$ cat src/rtl/mux_n_pipe.sv
// Registered N:1 word multiplexer with valid/ready handshakes on every channel,
// explicit-select or round-robin arbitration, and a wrapping transfer counter.
module mux_n_pipe #(
  parameter int WIDTH  = 32,
  parameter int NUM_IN = 4,
  parameter int CNT_W  = 16,
  localparam int SELW  = (NUM_IN > 2) ? $clog2(NUM_IN) : 1
) (
  input  logic                    clk,
  input  logic                    reset_n,
  input  logic [NUM_IN*WIDTH-1:0] in_data,
  input  logic [NUM_IN-1:0]       in_valid,
  output logic [NUM_IN-1:0]       in_ready,
  input  logic                    Mode,
  input  logic [SELW-1:0]         Select,
  output logic [WIDTH-1:0]        out_data,
  output logic [SELW-1:0]         out_src,
  output logic                    out_valid,
  input  logic                    out_ready,
  output logic [CNT_W-1:0]        xfer_count
);

  localparam logic [SELW:0]   NUM_IN_W = (SELW+1)'(NUM_IN);
  localparam logic [SELW-1:0] LAST_CH  = SELW'(NUM_IN - 1);

  logic             active_q,    active_d;
  logic             outValid_q,  outValid_d;
  logic [WIDTH-1:0] outData_q,   outData_d;
  logic [SELW-1:0]  outSrc_q,    outSrc_d;
  logic [CNT_W-1:0] xferCount_q, xferCount_d;
  logic [SELW-1:0]  rrLast_q,    rrLast_d;

  logic             canLoad;
  logic             grantValid;
  logic [SELW-1:0]  grantIdx;
  logic [WIDTH-1:0] grantData;
  logic             xfer;

  assign canLoad = !outValid_q || out_ready;

  // Round-robin scan runs from farthest to nearest so the nearest valid
  // channel after rrLast_q is the last assignment and wins.
  always_comb begin
    logic [SELW-1:0] cand;
    cand       = '0;
    grantValid = 1'b0;
    grantIdx   = '0;
    if (!Mode) begin
      if ({1'b0, Select} < NUM_IN_W) begin
        grantValid = 1'b1;
        grantIdx   = Select;
      end
    end else begin
      for (int k = NUM_IN; k >= 1; k--) begin
        cand = SELW'((int'(rrLast_q) + k) % NUM_IN);
        if (in_valid[cand]) begin
          grantValid = 1'b1;
          grantIdx   = cand;
        end
      end
    end
  end

  always_comb begin
    grantData = '0;
    for (int i = 0; i < NUM_IN; i++) begin
      if (grantIdx == SELW'(i)) grantData = in_data[i*WIDTH +: WIDTH];
    end
  end

  // active_q keeps all ready low during reset and on the first edge after it.
  always_comb begin
    in_ready = '0;
    for (int i = 0; i < NUM_IN; i++) begin
      in_ready[i] = active_q && canLoad && grantValid && (grantIdx == SELW'(i));
    end
  end

  assign xfer = |(in_ready & in_valid);

  always_comb begin
    active_d    = 1'b1;
    outValid_d  = outValid_q;
    outData_d   = outData_q;
    outSrc_d    = outSrc_q;
    xferCount_d = xferCount_q;
    rrLast_d    = rrLast_q;
    if (xfer) begin
      outValid_d  = 1'b1;
      outData_d   = grantData;
      outSrc_d    = grantIdx;
      xferCount_d = xferCount_q + CNT_W'(1);
      if (Mode) rrLast_d = grantIdx;
    end else if (out_ready) begin
      outValid_d = 1'b0;
    end
  end

  always_ff @(posedge clk or negedge reset_n) begin
    if (!reset_n) begin
      active_q    <= 1'b0;
      outValid_q  <= 1'b0;
      outData_q   <= '0;
      outSrc_q    <= '0;
      xferCount_q <= '0;
      rrLast_q    <= LAST_CH;
    end else begin
      active_q    <= active_d;
      outValid_q  <= outValid_d;
      outData_q   <= outData_d;
      outSrc_q    <= outSrc_d;
      xferCount_q <= xferCount_d;
      rrLast_q    <= rrLast_d;
    end
  end

  assign out_valid  = outValid_q;
  assign out_data   = outData_q;
  assign out_src    = outSrc_q;
  assign xfer_count = xferCount_q;

endmodule

$ cat config.mk
export PLATFORM = sky130hd
export DESIGN_NAME = mux_n_pipe
export DESIGN_NICKNAME = d
export VERILOG_FILES = /design/src/rtl/mux_n_pipe.sv
export SDC_FILE = /design/constraint.sdc
export NUM_CORES = 1
export LEC_CHECK = 0
export ABC_AREA = 1
export BUFFER_PORTS_ARGS = -buffer_cell sky130_fd_sc_hd__buf_2
export CAP_MARGIN = 15
export CORE_AREA = 8 8 98 100
export DETAILED_ROUTE_END_ITERATION = 16
export DIE_AREA = 0 0 106 108
export GPL_TIMING_DRIVEN = 0
export HOLD_SLACK_MARGIN = 0.12
export PLACE_DENSITY = 0.77
export SKIP_LAST_GASP = 1
export SLEW_MARGIN = 30
export SYNTH_ARGS = -nofsm -noshare
export SYNTH_HDL_FRONTEND = slang
export SYNTH_SLANG_ARGS = --single-unit
$ cat constraint.sdc
create_clock -name clk -period 2.65 [get_ports clk]
set_clock_uncertainty 0.2 [all_clocks]
set_input_delay 0.1325 -clock clk [delete_from_list [all_inputs] [get_ports clk]]
set_output_delay 0.1325 -clock clk [all_outputs]
set_load 0.01 [all_outputs]
==> results of run 1 <==
==> area by class of cell <==
cell class              instances  area [sq um]
clock buffers                   7         76.32
multi-input cells             412          1999
inverters                      32         122.6
diodes                          3         7.507
well taps                     105         131.4
flip-flops and latches         54          1354
fillers                       449          1633
clock inverters                 1         30.03
repair buffers                338          2429
plain buffers                  29         269.0
==> how the worst min path moves through the flow <==
stage	startpoint	endpoint	slack, ns	cells after the start
after floorplan	reset_n	active_q$_DFF_PN0_	-0.36	0
after global placement	Mode	rrLast_q[1]$_DFFE_PN1P_	0.20	3
after detailed placement	reset_n	xfer_count[12]$_DFFE_PN0P_	0.02	1
after CTS	in_valid[1]	out_data[19]$_DFFE_PN0P_	0.22	8
after global routing	reset_n	xfer_count[5]$_DFFE_PN0P_	0.28	2
final	reset_n	xfer_count[5]$_DFFE_PN0P_	0.21	2
==> through the flow <==
stage | setup WS (ns) | instances
detailed placement | -0.03652 | 825
CTS | 0.02561 | 967
global placement | 0.03078 | 825
global route | -0.3021 | 979
floorplan | 0.3442 | 528
finish | -0.1776 | 981
==> placed cells by master, fill, tap and decap left out, drive strengths merged, types with 11 or more instances in the layout <==
cell         synthesis  layout
nand2              246     246
buf                 25     226
dlygate4sd3          0     133
nand3               81      81
dfrtp               52      52
nand4               36      36
inv                 32      32
clkbuf               5      15
nor2                13      13
o21ai               11      11
==> per-layer routing <==
metal | part of all wire | wire (um) | vias up
met4 | 0.087 | 1870 | 0
met5 | 0 | 0 | -
met3 | 0.16 | 3500 | 220
li1 | - | - | 2400
met2 | 0.43 | 9390 | 683
met1 | 0.32 | 6847 | 2651
==> flip-flops by register name, indices dropped and copies added, names as in the netlist <==
| signal | cells |
|---|---|
| active_q | 1 |
| out_valid | 1 |
| out_src | 2 |
| rrLast_q | 2 |
| out_data | 32 |
| xfer_count | 16 |
==> cells by family after synthesis <==
kind of cell               count (synthesis)  share of synthesized area
other                                      1                   0.001058
buffers and inverters                     62                    0.08471
AOI/OAI and AO/OA                         14                    0.02365
xor gates and xnor gates                  10                    0.02471
and+or+nand+nor                          386                     0.4804
DFF                                       54                     0.3819
adders and majority gates                  1                   0.003529
==> power by group through the flow <==
| stage | Sequential [mW] | Clock (mW) | Combinational [mW] |
|---|---|---|---|
| after floorplan | 1.50 | 0 | 1.66 |
| after global placement | 1.40 | 0 | 2.72 |
| after detailed placement | 1.40 | 0 | 2.78 |
| after CTS | 1.39 | 0.552 | 2.96 |
| after global routing | 1.47 | 0.584 | 4.02 |
| final | 1.45 | 0.549 | 3.82 |
==> timing repair <==
item,CTS,global route
resized for setup,6,88
setup endpoints to repair,40,53
cloned,0,0
hold buffers,133,0
pin swaps,1,28
buffers inserted,1,12
hold endpoints to repair,90,0
==> cell usage after synthesis, drive strengths merged <==
library cell	count
a21boi	1
a21oi	2
buf	25
clkbuf	5
conb	1
dfrtp	52
dfstp	2
ha	1
inv	32
nand2	246
nand3	81
nand4	36
nor2	13
nor3	6
nor4	4
o21ai	11
xor2	10
==> results_dict.tcl, run 1 <==
set metrics [dict create \
    status "finished, violations left" \
    violations "setup timing" \
    grt.total_usage 0.3540 \
    coreArea_sq_um 8051 \
    synthToLayoutAreaGrowth_pct 81.08 \
    finalInstanceArea_sq_um 6419 \
    rsz0062_at_grt "true" \
    final_util 0.7972 \
    hold_viol_final 0 \
    crit_end "out_data[6]$_DFFE_PN0P_" \
    vdd_drop_max_mv 0.5680 \
    reg2reg_to "out_data[6]$_DFFE_PN0P_" \
    postRouteAntennaNets 0 \
    yosysSeqAreaShare 0.3819 \
    routedWlPerCell_um 22.03 \
    die_h_um 108 \
    finalCriticalPeriod_ns 2.828 \
    p_leak_nw 3.373 \
    setup_violations 48 \
    clockBufferDepth 2 \
    path_buf_inv 3 \
    syn_area_sq_um 3545 \
    place_hpwl_um 11010 \
    maxCapViolCount 0 \
    cpMostUsedCell "nand2_1" \
    clk_pin_slew_ns 0.10 \
    end_kind "register" \
    h-tree-depth 2 \
    drc_errors 0 \
    hold_ws_ns 0.2080 \
    ys_types 27 \
    drt_iter0_drc 741 \
    worstPathMaxFanout 10 \
    power_density_nw_per_um2 905.9 \
    cts-root-buf "clkbuf_8" \
    slowest_stage "dfstp_2" \
    gr-total-overflow 0 \
    cts_buffers 5 \
    cp.depth 16 \
    initial_core_util 0.4402 \
    finalCritPeriodShare 1.067 \
    max_freq_mhz 353.7 \
    power_frac_comb 0.657 \
    hp-class "primary input to asynchronous set/reset pin" \
    rr_startpoint "rrLast_q[0]$_DFFE_PN1P_" \
    via_per_inst 6.069 \
    grt_pass1_wl_um 31460 \
    slew_viol_final 0 \
    rrSetupSlack_ns -0.18 \
    slew_headroom 0.5449 \
    clock_latency_ns 0.31 \
    drive_above_1_share 0.3276 \
    syn_inst 528 \
    cp-startpoint "rrLast_q[0]$_DFFE_PN1P_" \
    synth_top_cell_by_area "dfrtp_1" \
    dpl-instance-area_sq_um 4639 \
    ys_seq_elements 54 \
    yosys-top-cells-area "dfrtp_1 (37%), nand2_1 (26%), nand3_1 (11%)" \
    fin_ws_ns -0.1776 \
    clockPowerShare 0.094 \
    synth.top_cell.area_share 0.3671 \
    gp_congestion 0.9328 \
    cts_tree "built" \
    avgSynthCellArea_sq_um 6.713 \
    critPathLaunchType "register" \
    crit_type "register to register" \
    wl_um 21610 \
    power_switching_mw 2.928 \
    switching_share 0.5035 \
    worstPathArrival_ns 2.82 \
    io_pins 193 \
    p_seq_frac 0.249 \
    internal_power_mw 2.887 \
    use_met3 0.1547 \
    met1_usage 0.3951 \
    numPortBuffers 192 \
    worst_path_dominant_cell_family "simple AND/OR/NAND/NOR gates" \
    num_rows 33 \
    drtPass1Iterations 10 \
    tns_ns -2.166 \
    grt_pass1_vias 5862 \
    path_cells "buf_6 > nand2_1 > o21ai_2 > nand2_2 > nand2_2 > nand2_1 > nand2_1 > nand2_1 > nand3_2 > nand2_4 > buf_12 > clkbuf_2 > nand3_1 > nand4_1 > nand2_1 > nand2_1" \
    power_mw 5.815 \
    tightestPinTransition_ns 0.6827 \
    finalNetCount 1011 \
    required_ns 2.64 \
    grt_busiest_layer "met2" \
    die_area_sq_um 11450 \
    die_w_um 106 \
    slowest_delay_ns 0.56 \
    synth_nets 667 \
    antenna_found_initial 1 \
    grtUsageMet2 0.5474 \
    clkSinkCount 54 \
    yosys_warnings 0 \
    grt_max_degree 55 \
    num_vias 5954 \
    reg2reg_depth 16 \
]
No activity file was read; power rests on OpenSTA's default activity.
==> run 2: changes to the inputs <==
--- a/config.mk
+++ b/config.mk
@@ -8,12 +8,14 @@
 export ABC_AREA = 1
 export BUFFER_PORTS_ARGS = -buffer_cell sky130_fd_sc_hd__buf_2
 export CAP_MARGIN = 15
-export CORE_AREA = 8 8 98 100
+export CORE_AREA = 8 8 95 97
+export CTS_BUF_LIST = sky130_fd_sc_hd__clkbuf_16
+export CTS_CLUSTER_SIZE = 10
 export DETAILED_ROUTE_END_ITERATION = 16
-export DIE_AREA = 0 0 106 108
+export DIE_AREA = 0 0 103 105
 export GPL_TIMING_DRIVEN = 0
 export HOLD_SLACK_MARGIN = 0.12
-export PLACE_DENSITY = 0.77
+export PLACE_DENSITY = 0.82
 export SKIP_LAST_GASP = 1
 export SLEW_MARGIN = 30
 export SYNTH_ARGS = -nofsm -noshare
==> constraint.sdc (replaced) <==
create_clock -name clk -period 3.3 [get_ports clk]
set_clock_uncertainty 0.2 [all_clocks]
set_input_delay 0.165 -clock clk [delete_from_list [all_inputs] [get_ports clk]]
set_output_delay 0.165 -clock clk [all_outputs]
set_load 0.01 [all_outputs]
==> results_dict.tcl, run 2 (synthesized netlist as in run 1, its figures left out) <==
set metrics [dict create \
    clkSinkCount 54 \
    postRouteAntennaNets 0 \
    initial_core_util 0.4709 \
    io_pins 193 \
    max_freq_mhz 325.0 \
    routedWlPerCell_um 16.56 \
    rr_startpoint "rrLast_q[0]$_DFFE_PN1P_" \
    cts_tree "built" \
    place_hpwl_um 11010 \
    clk_pin_slew_ns 0.07 \
    hold_ws_ns 0.2592 \
    reg2reg_depth 15 \
    tightestPinTransition_ns 0.6652 \
    power_density_nw_per_um2 784.9 \
    drc_errors 0 \
    slew_viol_final 0 \
    end_kind "register" \
    gp_congestion 0.9348 \
    preCtsSetupSlack_ns 0.6430 \
    grt_pass1_vias 5056 \
    wl_met1_um 5404 \
    num_rows 32 \
    highest_layer "met5" \
    grt_pass1_wl_um 23760 \
    numPortBuffers 192 \
    via_per_inst 5.314 \
    synthToLayoutAreaGrowth_pct 55.38 \
    num_vias 4788 \
    slew_headroom 0.5565 \
    reg2reg_to "out_data[0]$_DFFE_PN0P_" \
    clock_latency_ns 0.28 \
    stdcell_count 901 \
    coreArea_sq_um 7527 \
    clockBufferDepth 2 \
    largest_reg_flops 32 \
    grt.total_usage 0.2724 \
    rsz0062_at_grt "true" \
    rrSetupSlack_ns 0.22 \
    grt_max_degree 55 \
    wl_um 14920 \
    finalCriticalPeriod_ns 3.077 \
    layout_commonest_cell "nand2_1" \
    tns_ns 0 \
    die_area_sq_um 10820 \
    power_mw 4.323 \
    drt_iter0_drc 264 \
    die_h_um 105 \
    die_w_um 103 \
    status "finished, final reports clean" \
    met3_length_um 1371 \
    worstPathMaxFanout 10 \
    cts_buffers 5 \
    hp-class "primary input to asynchronous set/reset pin" \
    setup_violations 0 \
    final_cell_mix "nand2_1 (243), buf_2 (199), nand3_1 (75)" \
    fillCellCount 595 \
    fin_ws_ns 0.2228 \
    gr-total-overflow 0 \
    worstPathArrival_ns 3.10 \
    drive_above_1_share 0.3061 \
    p_leak_nw 3.011 \
    maxCapViolCount 0 \
    critPathLaunchType "register" \
    vdd_drop_max_mv 0.4726 \
    finalNetCount 935 \
    finalCritPeriodShare 0.9325 \
    hold_viol_final 0 \
    cts-root-buf "clkbuf_16" \
    h-tree-depth 2 \
    wl_met2_um 7633 \
    crit_type "register to register" \
    drtPass1Iterations 5 \
    cp-startpoint "rrLast_q[0]$_DFFE_PN1P_" \
    place_inst 822 \
    antenna_found_initial 2 \
    cts_setup_buffers 0 \
    required_ns 3.33 \
]
run 2: changes by cell type in the layout (fill, tap and decap cells not counted), sizes merged:
cell,change
bufinv,-1
diode,-1
dlygate4sd3,-64
clkbuf,+6
buf,-20
clkinv,+3
run 2: final cells by class:
class / count / area [sq um] / share of cell area
tap: 102 / 127.6 / 0.02317
buffer: 30 / 202.7 / 0.03680
timing repair buffer: 261 / 1654 / 0.3003
sequential: 54 / 1354 / 0.2458
clock buffer: 5 / 125.1 / 0.02272
inverter: 32 / 122.6 / 0.02226
antenna: 2 / 5.005 / 0.0009087
multi-input combinational: 412 / 1901 / 0.3451
clock inverter: 3 / 16.27 / 0.002953
run 2: worst max path at each step:
| stage | endpoint | slack, ns | depth (start not counted) |
|---|---|---|---|
| after floorplan | out_data[18]$_DFFE_PN0P_ | 0.99 | 18 |
| final | out_data[0]$_DFFE_PN0P_ | 0.22 | 15 |
| after CTS | out_data[0]$_DFFE_PN0P_ | 0.17 | 15 |
| after detailed placement | xfer_count[10]$_DFFE_PN0P_ | 0.64 | 18 |
| after global placement | out_data[30]$_DFFE_PN0P_ | 0.67 | 18 |
| after global routing | out_data[24]$_DFFE_PN0P_ | -0.02 | 17 |
run 2: through the flow:
stage / instance area (sq um) / util
floorplan: 3545 / -
global placement: 4633 / 0.6155
detailed placement: 4636 / 0.6159
CTS: 5468 / 0.7264
global route: 5505 / 0.7314
finish: 5508 / 0.7317
run 2: where the power goes:
part	internal (mW)	leakage, nW	switching, mW
clock network	0.278	0.0689	0.227
registers	0.931	0.689	0.194
logic	1.15	2.25	1.54
run 2: repair_timing:
action	in CTS	in global routing
endpoints found under the setup margin	0	32
hold buffers	69	0
resized for setup	0	18
hold endpoints to repair	88	0
run 2: worst max-delay path, cell delays in order, from the launching register on:
cell           delay [ns]
dfstp_2              0.54
buf_6                0.13
nand2_1              0.05
nand2_1              0.11
nand2_1              0.08
nand2_1              0.09
nand2_1              0.07
nand3_1              0.09
nand3_2              0.13
nand2_4              0.14
clkbuf_1             0.42
nand3_1              0.15
nand4_1              0.13
dlygate4sd3_1        0.57
nand2_1              0.06
nand2_1              0.06
run 2: metal layers:
metal	GRT usage	vias up
met5	0	-
met4	0.1158	2
met3	0.06901	51
met2	0.4756	298
met1	0.3020	2181
li1	-	2256
